$ cat src/rtl/outbus_write_buffer.sv
// outbus_write_buffer: queues CPU output-port writes and replays them as
// single-cycle OUTBUS_WE strobes, in acceptance order, with optional idle spacing.
// Latency: a push into an empty buffer at edge N gives OUTBUS_WE high after N+1.
// Backpressure: cpu_wr_ready = (count < DEPTH) from registered count; a request
// presented while not ready is ignored and must be held by the CPU.
//
// Ports:
//   clk, reset_n                 single clock, async active-low reset
//   cpu_wr_addr/data/valid/ready CPU write request channel (valid/ready)
//   OUTBUS_ADDR/DATA/WE          registered bus outputs; ADDR/DATA hold between pulses
//   buf_count, buf_idle          registered occupancy and "empty and FSM idle"
//   stat_writes, stat_peak       only when OUTBUS_BUF_STATS_EN is defined:
//                                saturating pulse count and peak occupancy
module outbus_write_buffer #(
  parameter int DATA_WIDTH = 8,
  parameter int DEPTH      = 4,
  parameter int GAP_CYCLES = 0
) (
  input  logic                    clk,
  input  logic                    reset_n,
  input  logic [7:0]              cpu_wr_addr,
  input  logic [DATA_WIDTH-1:0]   cpu_wr_data,
  input  logic                    cpu_wr_valid,
  output logic                    cpu_wr_ready,
  output logic [7:0]              OUTBUS_ADDR,
  output logic [DATA_WIDTH-1:0]   OUTBUS_DATA,
  output logic                    OUTBUS_WE,
  output logic [$clog2(DEPTH):0]  buf_count,
  output logic                    buf_idle
`ifdef OUTBUS_BUF_STATS_EN
  ,
  output logic [15:0]             stat_writes,
  output logic [$clog2(DEPTH):0]  stat_peak
`endif
);

  localparam int PW = $clog2(DEPTH);
  localparam int CW = PW + 1;
  localparam logic [CW-1:0] DEPTH_C = CW'(DEPTH);
  // Gap counter is loaded with GAP_CYCLES-1: the ISSUE->GAP edge plus the final
  // GAP->IDLE edge together account for the one extra cycle.
  localparam logic [3:0] GAP_LOAD = (GAP_CYCLES > 0) ? 4'(GAP_CYCLES - 1) : 4'd0;

  localparam logic [1:0] ST_IDLE  = 2'd0;
  localparam logic [1:0] ST_ISSUE = 2'd1;
  localparam logic [1:0] ST_GAP   = 2'd2;

  logic [7:0]            mem_addr_q [DEPTH];
  logic [DATA_WIDTH-1:0] mem_data_q [DEPTH];

  logic [PW-1:0]         wr_ptr_q, wr_ptr_d;
  logic [PW-1:0]         rd_ptr_q, rd_ptr_d;
  logic [CW-1:0]         count_q, count_d;
  logic [1:0]            state_q, state_d;
  logic [3:0]            gap_q, gap_d;
  logic [7:0]            addr_q, addr_d;
  logic [DATA_WIDTH-1:0] data_q, data_d;
  logic                  we_q, we_d;
  logic                  idle_q, idle_d;
  logic                  push, pop;

  assign cpu_wr_ready = (count_q < DEPTH_C);
  assign push         = cpu_wr_valid && cpu_wr_ready;
  // Pops only from IDLE, which is what leaves at least one low cycle between strobes.
  assign pop          = (state_q == ST_IDLE) && (count_q != '0);

  always_comb begin
    state_d  = state_q;
    gap_d    = gap_q;
    wr_ptr_d = wr_ptr_q;
    rd_ptr_d = rd_ptr_q;
    count_d  = count_q;
    addr_d   = addr_q;
    data_d   = data_q;
    we_d     = 1'b0;

    case (state_q)
      ST_IDLE: begin
        if (pop) state_d = ST_ISSUE;
      end
      ST_ISSUE: begin
        if (GAP_CYCLES > 0) begin
          state_d = ST_GAP;
          gap_d   = GAP_LOAD;
        end else begin
          state_d = ST_IDLE;
        end
      end
      ST_GAP: begin
        if (gap_q == 4'd0) state_d = ST_IDLE;
        else               gap_d   = gap_q - 4'd1;
      end
      default: state_d = ST_IDLE;
    endcase

    if (push) begin
      wr_ptr_d = wr_ptr_q + 1'b1;
      count_d  = count_d + 1'b1;
    end
    if (pop) begin
      rd_ptr_d = rd_ptr_q + 1'b1;
      count_d  = count_d - 1'b1;
      addr_d   = mem_addr_q[rd_ptr_q];
      data_d   = mem_data_q[rd_ptr_q];
      we_d     = 1'b1;
    end

    idle_d = (count_d == '0) && (state_d == ST_IDLE);
  end

  // Storage needs no reset: entries are only read after being written.
  always_ff @(posedge clk) begin
    if (push) begin
      mem_addr_q[wr_ptr_q] <= cpu_wr_addr;
      mem_data_q[wr_ptr_q] <= cpu_wr_data;
    end
  end

  always_ff @(posedge clk or negedge reset_n) begin
    if (!reset_n) begin
      wr_ptr_q <= '0;
      rd_ptr_q <= '0;
      count_q  <= '0;
      state_q  <= ST_IDLE;
      gap_q    <= '0;
      addr_q   <= '0;
      data_q   <= '0;
      we_q     <= 1'b0;
      idle_q   <= 1'b1;
    end else begin
      wr_ptr_q <= wr_ptr_d;
      rd_ptr_q <= rd_ptr_d;
      count_q  <= count_d;
      state_q  <= state_d;
      gap_q    <= gap_d;
      addr_q   <= addr_d;
      data_q   <= data_d;
      we_q     <= we_d;
      idle_q   <= idle_d;
    end
  end

  assign OUTBUS_ADDR = addr_q;
  assign OUTBUS_DATA = data_q;
  assign OUTBUS_WE   = we_q;
  assign buf_count   = count_q;
  assign buf_idle    = idle_q;

`ifdef OUTBUS_BUF_STATS_EN
  logic [15:0]   writes_q, writes_d;
  logic [CW-1:0] peak_q, peak_d;

  always_comb begin
    writes_d = writes_q;
    if (pop && (writes_q != 16'hFFFF)) writes_d = writes_q + 16'd1;
    // Track the value buf_count takes on this same edge.
    peak_d = (count_d > peak_q) ? count_d : peak_q;
  end

  always_ff @(posedge clk or negedge reset_n) begin
    if (!reset_n) begin
      writes_q <= '0;
      peak_q   <= '0;
    end else begin
      writes_q <= writes_d;
      peak_q   <= peak_d;
    end
  end

  assign stat_writes = writes_q;
  assign stat_peak   = peak_q;
`endif

endmodule

$ cat config.mk
export PLATFORM = sky130hd
export DESIGN_NAME = outbus_write_buffer
export DESIGN_NICKNAME = d
export VERILOG_FILES = /design/src/rtl/outbus_write_buffer.sv
export SDC_FILE = /design/constraint.sdc
export NUM_CORES = 1
export LEC_CHECK = 0
export CAP_MARGIN = 10
export CORE_MARGIN = 4
export CORE_UTILIZATION = 60
export DETAILED_ROUTE_END_ITERATION = 8
export PLACE_DENSITY = 0.84
export REMOVE_ABC_BUFFERS = 1
export SLEW_MARGIN = 20
export SYNTH_ARGS = -nofsm -noshare
export SYNTH_HDL_FRONTEND = slang
export SYNTH_SLANG_ARGS = --single-unit
export TNS_END_PERCENT = 30
$ cat constraint.sdc
create_clock -name clk -period 4.1 [get_ports clk]
set_clock_uncertainty 0.05 [all_clocks]
set_input_delay 0.41 -clock clk [delete_from_list [all_inputs] [get_ports clk]]
set_output_delay 0.41 -clock clk [all_outputs]
set_load 0.05 [all_outputs]
==> flow_summary.json, run 1 <==
{
  "status": "finished clean",
  "routed_wl_mm": 5.92,
  "synth_cells": 187,
  "grt_util_met3_pct": 5.42,
  "final.period_utilization_pct": 58.1,
  "core_sq_mm": 0.00596,
  "worst-setup-path-type": "in2reg",
  "yosys.cell_types.count": 29,
  "holdBufCountCts": 0,
  "synth_seq_area_share_pct": 72.8,
  "drt_first_pass_iters": 4,
  "rows": 28,
  "wire_per_inst_microns": 19.0,
  "grt_pass1_vias": 1923,
  "r2r_end": "mem_addr_q[3][7]$_DFFE_PP_",
  "r2r-start": "buf_count[2]$_DFF_PN0_",
  "vdd_ir_drop_max_v": 0.000532,
  "antenna_found_initial": 0,
  "synthToLayoutAreaGrowth_pct": 17.5,
  "cp_max_fo": 16,
  "leakage_nw": 1.60,
  "slew_headroom_pct": 32.3,
  "grt_overflow_total": 0,
  "cp_data_required_time_ps": 4020,
  "grt_usage_pct": 18.2,
  "final_layout_size_suffix_gt1_share_pct": 18.6,
  "grt_max_degree": 32,
  "reg2reg_depth": 2,
  "cts-root-buf": "clkbuf_8",
  "gp_congestion": 0.731,
  "worstPathArrival_ps": 2300,
  "gr-max-usage-layer": "met2",
  "clk_pin_slew_ps": 90,
  "dieArea_sq_mm": 0.00750,
  "cts_setup_buffers": 0,
  "fin_cells": 312,
  "met2_usage_pct": 29.7,
  "dpl.hpwl_mm": 3.77,
  "die_h_microns": 86.6,
  "vias_per_cell": 5.68,
  "hold_violations": 0,
  "hp-class": "in2async",
  "initial_core_util_pct": 62.2,
  "met1_usage_pct": 23.6,
  "synth-seq-cells": 95,
  "yosys_warnings": 0,
  "nets": 259,
  "synth_area_per_cell_sq_um": 19.8,
  "clk_latency_ps": 350,
  "fp.dieW_microns": 86.6,
  "slew_violations": 0,
  "io_buffers": 40,
  "startpoint_type": "primary input",
  "grt_pass1_wl_mm": 9.98,
  "finalSetupTns_ps": 0,
  "cts_made_buffers": 9,
  "clock_sinks": 95,
  "worstSetupEndpointType": "flip-flop",
  "drcViolationCount": 0,
  "rsz0062_at_grt": "no",
  "p_per_area_mw_per_mm2": 752,
  "antennaDiodeCount": 0,
  "ios": 41,
  "path_cells": "clkdlybuf4s50_1 > nor2b_1 > and2_1",
  "tritoncts": "done",
  "dp_cells": 296,
  "vias": 1772,
  "netlist_area_sq_mm": 0.00371,
  "max_cap_violations": 0,
  "slowest_delay_ps": 810,
  "crit_end": "mem_addr_q[3][7]$_DFFE_PP_",
  "setup_viol": 0,
  "reg2reg_slack_ps": 1830,
  "drtIter0Drc": 97,
  "clockBufferDepth": 2,
  "max_freq_mhz": 420,
  "cp-startpoint": "cpu_wr_valid",
  "tightest_slew_ps": 1020,
  "min_period_ps": 2380,
  "ant_nets": 0,
  "cts_resized": 0,
  "htree_levels": 3,
  "cp_slowest_cell": "and2_1"
}
-- per-stage QoR --
| stage | utilization [%] | power [W] | setup slack (ps) | area (sq um) | hold slack [ps] |
|---|---|---|---|---|---|
| 2_1_floorplan | - | 0.00228 | 2050 | 3650 | 64.4 |
| 3_3_place_gp | 69.7 | 0.00265 | 1450 | 4150 | 435 |
| 3_5_place_dp | 69.7 | 0.00269 | 1360 | 4150 | 443 |
| 4_1_cts | 73.2 | 0.00331 | 1720 | 4360 | 412 |
| 5_1_grt | 73.2 | 0.00345 | 1590 | 4360 | 423 |
| 6_report | 73.2 | 0.00328 | 1720 | 4360 | 408 |
-- registers in the layout (all words and copies together), names as in the netlist --
signal       cells
buf_idle         1
mem_data_q      32
rd_ptr_q         2
mem_addr_q      32
OUTBUS_WE        1
OUTBUS_ADDR      8
OUTBUS_DATA      8
wr_ptr_q         2
state_q          2
buf_count        3
gap_q            4
-- layer usage --
metal | part of all wire (%) | routed length [microns]
met3 | 5.2 | 307
met1 | 40 | 2390
met2 | 54 | 3190
met4 | 0.59 | 35
met5 | 0 | 0
-- logic make-up (layout without fill, tap and decap cells) --
| logic type | count (synthesis) | count (layout) | share of synthesized area (%) |
|---|---|---|---|
| AND/OR/NAND/NOR | 17 | 17 | 2.53 |
| multiplexers | 36 | 36 | 16.4 |
| XOR/XNOR | 8 | 8 | 1.89 |
| flip-flops | 95 | 95 | 72.8 |
| buffers and inverters | 17 | 67 | 2.53 |
| adder cells (fa/ha/maj) | 8 | 8 | 2.70 |
| AO/OA/AOI/OAI | 6 | 6 | 1.15 |
-- critical path: cells and delay by family --
kind | cells | cell delay, ps
AND/OR/NAND/NOR | 2 | 1420
buffers and inverters | 1 | 460
-- cells in the final DEF, fill, tap and decap left out, types with 2 or more instances in the layout --
cell type / n
clkinvlp_4: 2
nor2b_1: 3
clkdlybuf4s50_1: 40
mux4_2: 9
nand3_1: 2
xor2_1: 2
clkbuf_8: 10
mux2i_1: 3
dfrtp_1: 30
nand2_1: 3
edfxtp_1: 64
xnor2_1: 6
and2_1: 4
mux2_2: 17
inv_1: 10
ha_1: 8
mux4_1: 7
-- Yosys cell counts, drive strengths merged --
master   n  share of area, %
nor3     1              0.13
edfxtp  64                52
o21ai    1              0.13
xnor2    6               1.4
mux2    17               5.2
a21oi    1              0.13
mux2i    3              0.81
nand2    3              0.30
inv     10               1.0
nor2     1              0.10
and2     4              0.67
o31ai    1              0.20
nand2b   1              0.17
xor2     2              0.47
nor2b    3              0.51
o311ai   1              0.24
nand3    2              0.27
nand3b   1              0.20
mux4    16                10
dfstp    1              0.71
buf      7               1.5
dfrtp   30                20
a211oi   1              0.20
or3      1              0.17
o31a     1              0.24
ha       8               2.7
-- worst min-delay path by stage --
stage / start / end / slack (ps) / depth (start not counted)
3_3_place_gp: OUTBUS_DATA[3]$_DFFE_PN0P_ / OUTBUS_DATA[3]$_DFFE_PN0P_ / 440 / 1
5_1_grt: reset_n / buf_count[2]$_DFF_PN0_ / 420 / 2
3_5_place_dp: OUTBUS_ADDR[0]$_DFFE_PN0P_ / OUTBUS_ADDR[0]$_DFFE_PN0P_ / 440 / 1
4_1_cts: reset_n / state_q[1]$_DFF_PN0_ / 410 / 2
6_report: reset_n / buf_count[2]$_DFF_PN0_ / 410 / 2
2_1_floorplan: reset_n / OUTBUS_ADDR[0]$_DFFE_PN0P_ / 60 / 0
-- area by class of cell --
class,instances,area (sq um)
repair buffers,41,408
inverters,10,37.5
flip-flops and latches,95,2700
clock inverters,6,67.6
multi-input cells,75,915
fillers,374,1600
clock buffers,10,138
well taps,75,93.8
-- power by group --
group,switching (W),internal (W)
Sequential,0.000164,0.00124
Clock,0.000321,0.000301
Combinational,0.000697,0.000555
Power figures use the tool's default switching activity.
==> inputs of run 2 (changes only) <==
Settings changed: CORE_UTILIZATION 60 to 50, PLACE_DENSITY 0.84 to 0.75.
Clock period 4.1 ns to 1.9 ns, I/O delays scaled along.
==> run 2 against run 1 <==
Against the previous run: total power increased by 120%; die area increased by 18%; setup slack got worse by 1700 ps; register-to-register slack got worse by 1600 ps; wire length decreased by 2.2%; critical path depth decreased by 2; design area increased by 3.1%; flip-flop and latch count unchanged; worst hold slack got worse by 220 ps; final cell count increased by 11%; sequential share of layout area decreased by 1.9 points; critical path type is now reg2out; highest routed layer unchanged.
==> flow_summary.json, run 2 (synthesized netlist as in run 1, its figures left out) <==
{
  "slew_violations": 0,
  "startpoint_type": "flip-flop",
  "drcViolationCount": 0,
  "comb_power_share_pct": 42.3,
  "vias_per_cell": 5.08,
  "status": "finished clean",
  "hp-class": "in2async",
  "synthToLayoutAreaGrowth_pct": 21.2,
  "tritoncts": "done",
  "worstPathArrival_ps": 1590,
  "initial_core_util_pct": 51.4,
  "vdd_ir_drop_max_v": 0.000913,
  "routed_wl_mm": 5.78,
  "clk_pin_slew_ps": 100,
  "power.switching_w": 0.00260,
  "grt_overflow_total": 0,
  "clock_sinks": 95,
  "final_cell_mix": "64 x edfxtp_1, 37 x clkdlybuf4s50_1, 30 x dfrtp_1",
  "antenna_found_initial": 0,
  "cp.depth": 1,
  "crit_buf_inv": 1,
  "max_freq_mhz": 545,
  "cts-root-buf": "clkbuf_8",
  "biggestRegsByFlops": "mem_addr_q x32, mem_data_q x32",
  "grt_usage_pct": 15.0,
  "utilization_pct": 62.3,
  "cp_max_fo": 5,
  "layout_commonest_cell": "edfxtp_1",
  "p_per_area_mw_per_mm2": 1580,
  "critPathTopFamily": "buffers and inverters",
  "rows": 31,
  "vias": 1758,
  "path_cells": "clkdlybuf4s50_1",
  "cts_made_buffers": 9,
  "highest_layer": "met4",
  "final_layout_size_suffix_gt1_share_pct": 21.9,
  "slowest_delay_ps": 830,
  "worst-setup-path-type": "reg2out",
  "hold_violations": 0,
  "wl_met3_microns": 236,
  "wl_met2_mm": 2.98,
  "min_period_ps": 1830,
  "internal-power_w": 0.00448,
  "whs_ps": 191,
  "finalSetupTns_ps": 0,
  "htree_levels": 3,
  "ios": 41,
  "wl_met1_mm": 2.45,
  "clk_latency_ps": 360,
  "core_sq_mm": 0.00721,
  "rsz0062_at_grt": "no",
  "r2r_end": "OUTBUS_DATA[7]$_DFFE_PN0P_",
  "clkPwrFrac_pct": 17.1,
  "grt_pass1_vias": 1911,
  "wire_per_inst_microns": 16.7,
  "worstSetupEndpointType": "output port",
  "cp_slowest_cell": "clkdlybuf4s50_1",
  "reg2reg_depth": 3,
  "cp-startpoint": "buf_count[1]$_DFF_PN0_",
  "antennaDiodeCount": 0,
  "clockBufferDepth": 2,
  "final.period_utilization_pct": 96.5,
  "leakage_nw": 1.67,
  "seq_power_share_pct": 40.7,
  "dieArea_sq_mm": 0.00886,
  "grt_max_degree": 32,
  "total_power_w": 0.00708,
  "tightest_slew_ps": 512,
  "r2r-start": "rd_ptr_q[0]$_DFFE_PN0P_",
  "setup_ws_ps": 66.0,
  "reg2reg_slack_ps": 200,
  "fp.dieW_microns": 94.1,
  "cp_data_required_time_ps": 1660,
  "grt_pass1_wl_mm": 9.66,
  "ant_nets": 0,
  "drtIter0Drc": 74,
  "nets": 269,
  "dpl.hpwl_mm": 3.95,
  "crit_end": "buf_count[1]",
  "max_cap_violations": 0,
  "setup_viol": 0,
  "die_h_microns": 94.1,
  "gp_congestion": 0.717,
  "holdBufCountCts": 0,
  "slew_headroom_pct": 65.8,
  "drt_first_pass_iters": 4,
  "p_sw_share_pct": 36.7,
  "pre_cts_slack_ps": 91.7,
  "io_buffers": 40,
  "cts_setup_buffers": 0
}
-- run 2: timing repair --
item / 4_1_cts / 5_1_grt
setup endpoints to repair: 3 / 0
endpoints found under the hold margin: 0 / 0
resized for setup: 3 / 0
-- run 2: final cells by class --
cell class | instances | area [sq um]
fillers | 530 | 2720
flip-flops and latches | 95 | 2700
multi-input cells | 75 | 915
repair buffers | 51 | 542
clock buffers | 9 | 124
well taps | 99 | 124
clock inverters | 7 | 53.8
inverters | 10 | 37.5
-- run 2: routing by layer --
metal | track usage (%) | vias up
li1 | - | 824
met1 | 19.1 | 889
met2 | 24.4 | 37
met3 | 3.29 | 8
met4 | 7.22 | 0
met5 | 0 | -
-- run 2: worst min-delay path by stage --
stage	start	to	slack, ps	depth (start not counted)
5_1_grt	reset_n	OUTBUS_DATA[2]$_DFFE_PN0P_	210	2
4_1_cts	reset_n	OUTBUS_DATA[2]$_DFFE_PN0P_	200	2
6_report	reset_n	OUTBUS_WE$_DFF_PN0_	190	2
2_1_floorplan	reset_n	OUTBUS_ADDR[0]$_DFFE_PN0P_	-160	0
3_3_place_gp	OUTBUS_DATA[5]$_DFFE_PN0P_	OUTBUS_DATA[5]$_DFFE_PN0P_	440	1
3_5_place_dp	OUTBUS_ADDR[3]$_DFFE_PN0P_	OUTBUS_ADDR[3]$_DFFE_PN0P_	440	1
-- run 2: power groups by stage --
stage | combinational (W) | sequential (W) | clock (W)
floorplan | 0.00114 | 0.00379 | 0
CTS | 0.00305 | 0.00289 | 0.00124
finish | 0.00299 | 0.00288 | 0.00121
global route | 0.00319 | 0.00294 | 0.00132
detailed placement | 0.00306 | 0.00293 | 0
global placement | 0.00301 | 0.00291 | 0
-- run 2: metrics by stage --
step                      instance area (sq um)  std cells
final                                      4490        346
after global routing                       4490        346
after CTS                                  4490        346
after detailed placement                   4320        330
after global placement                     4320        330
after floorplan                            3650        180
==> inputs of run 3 (changes only) <==
==> constraint.sdc (replaced) <==
create_clock -name clk -period 1.9 [get_ports clk]
set_clock_uncertainty 0.05 [all_clocks]
set_input_delay 0.38 -clock clk [delete_from_list [all_inputs] [get_ports clk]]
set_output_delay 0.38 -clock clk [all_outputs]
set_load 0.05 [all_outputs]
==> run 3 against run 2 <==
Against the previous run: design area down 0.72%; via count grew 1.3%; total power decreased by 0.74%; worst hold slack better by 200 ps; maximum frequency up 13%; clock power barely moved; critical path depth unchanged; largest power group unchanged.
==> flow_summary.json, run 3 (synthesized netlist as in run 1, its figures left out) <==
{
  "core_sq_mm": 0.00721,
  "htree_levels": 3,
  "status": "finished clean",
  "min_period_ps": 1620,
  "hp-class": "in2async",
  "nets": 271,
  "fp.dieW_microns": 94.1,
  "die_h_microns": 94.1,
  "slowest_delay_ps": 520,
  "drt_first_pass_iters": 4,
  "antenna_found_initial": 0,
  "slew_violations": 0,
  "io_buffers": 40,
  "initial_core_util_pct": 51.4,
  "cts_setup_buffers": 0,
  "fin_cells": 348,
  "grt_usage_pct": 14.4,
  "setup_viol": 0,
  "vias": 1780,
  "grt_max_degree": 32,
  "routed_wl_mm": 5.76,
  "grt_pass1_wl_mm": 9.47,
  "final_cell_mix": "64 x edfxtp_1, 30 x dfrtp_1, 29 x buf_4",
  "path_cells": "dlygate4sd2_1",
  "max_freq_mhz": 616,
  "cp_slowest_cell": "dlygate4sd2_1",
  "biggestRegsByFlops": "mem_addr_q x32, mem_data_q x32",
  "leakage_nw": 1.69,
  "worstSetupEndpointType": "output port",
  "clk_latency_ps": 350,
  "final_layout_size_suffix_gt1_share_pct": 30.9,
  "clock_sinks": 95,
  "p_per_area_mw_per_mm2": 1580,
  "max_cap_violations": 0,
  "clockBufferDepth": 2,
  "cts-root-buf": "clkbuf_8",
  "dp_cells": 332,
  "wire_per_inst_microns": 16.5,
  "critPathTopFamily": "buffers and inverters",
  "final.period_utilization_pct": 85.4,
  "drcViolationCount": 0,
  "layout_commonest_cell": "edfxtp_1",
  "ant_nets": 0,
  "antennaDiodeCount": 0,
  "grt_overflow_total": 0,
  "rsz0062_at_grt": "no",
  "grt_pass1_vias": 1881,
  "tightest_slew_ps": 484,
  "cp_max_fo": 1,
  "rows": 31,
  "tritoncts": "done",
  "dpl.hpwl_mm": 3.81,
  "cts_made_buffers": 9,
  "worstPathArrival_ps": 1190,
  "crit_buf_inv": 1,
  "total_power_w": 0.00703,
  "vias_per_cell": 5.11,
  "startpoint_type": "flip-flop",
  "ios": 41,
  "gp_congestion": 0.742,
  "clk_pin_slew_ps": 100,
  "cp_data_required_time_ps": 1470,
  "synthToLayoutAreaGrowth_pct": 20.4,
  "worst-setup-path-type": "reg2out",
  "drtIter0Drc": 59,
  "vdd_ir_drop_max_v": 0.000954,
  "hold_violations": 0,
  "slew_headroom_pct": 67.8,
  "dieArea_sq_mm": 0.00886
}
==> run 3: cell count changes in the layout (fill, tap and decap cells not counted), sizes merged <==
| cell | previous run | this run |
|---|---|---|
| buf | 11 | 34 |
| dlygate4sd2 | 3 | 1 |
| clkdlybuf4s50 | 37 | 18 |
==> run 3: repair_timing <==
item | CTS | global route
setup endpoints to repair | 1 | 0
gates resized for setup | 1 | 0
hold buffers | 0 | 0
hold endpoints to repair | 0 | 0
==> run 3: path summary, 6_finish.rpt <==
check / endpoint / slack (ps) / depth (start not counted) / start
worst min-delay path: buf_count[2]$_DFF_PN0_ / 390 / 2 / reset_n
max in group asynchronous: buf_idle$_DFF_PN1_ / 1080 / 2 / reset_n
worst max register to register: OUTBUS_DATA[0]$_DFFE_PN0P_ / 290 / 3 / rd_ptr_q[0]$_DFFE_PN0P_
worst min register to register: OUTBUS_ADDR[2]$_DFFE_PN0P_ / 460 / 1 / OUTBUS_ADDR[2]$_DFFE_PN0P_
worst max-delay path: OUTBUS_WE / 280 / 1 / OUTBUS_WE$_DFF_PN0_
min in group clk: OUTBUS_ADDR[2]$_DFFE_PN0P_ / 460 / 1 / OUTBUS_ADDR[2]$_DFFE_PN0P_
==> run 3: where the power goes <==
group / total [W] / internal (W) / switching, W
sequential: 0.00285 / 0.00267 / 0.000180
clock: 0.00121 / 0.000495 / 0.000719
combinational: 0.00296 / 0.00128 / 0.00169
total: 0.00703 / 0.00444 / 0.00259
==> run 3: area by class of cell <==
class / count / area (sq um)
Sequential cell: 95 / 2700
Inverter: 10 / 37.5
Timing Repair Buffer: 53 / 507
Fill cell: 536 / 2750
Tap cell: 99 / 124
Clock buffer: 9 / 124
Multi-Input combinational cell: 75 / 915
Clock inverter: 7 / 56.3
==> run 3: stage by stage <==
step	instance area, sq um	setup WS (ps)	util [%]	hold slack (ps)	TNS [ps]
after floorplan	3650	-153	-	34.4	-11640
after global placement	4280	-52.9	59.4	441	-2570
after detailed placement	4280	-75.4	59.4	446	-2930
after CTS	4460	259	61.8	398	0
after global routing	4460	188	61.8	409	0
final	4460	277	61.8	389	0
==> run 3: routing by layer <==
layer | track usage, % | wire, microns | up-vias
li1 | - | - | 833
met1 | 18.5 | 2520 | 909
met2 | 23.7 | 2940 | 33
met3 | 4.33 | 251 | 5
met4 | 3.97 | 46 | 0
met5 | 0 | 0 | -
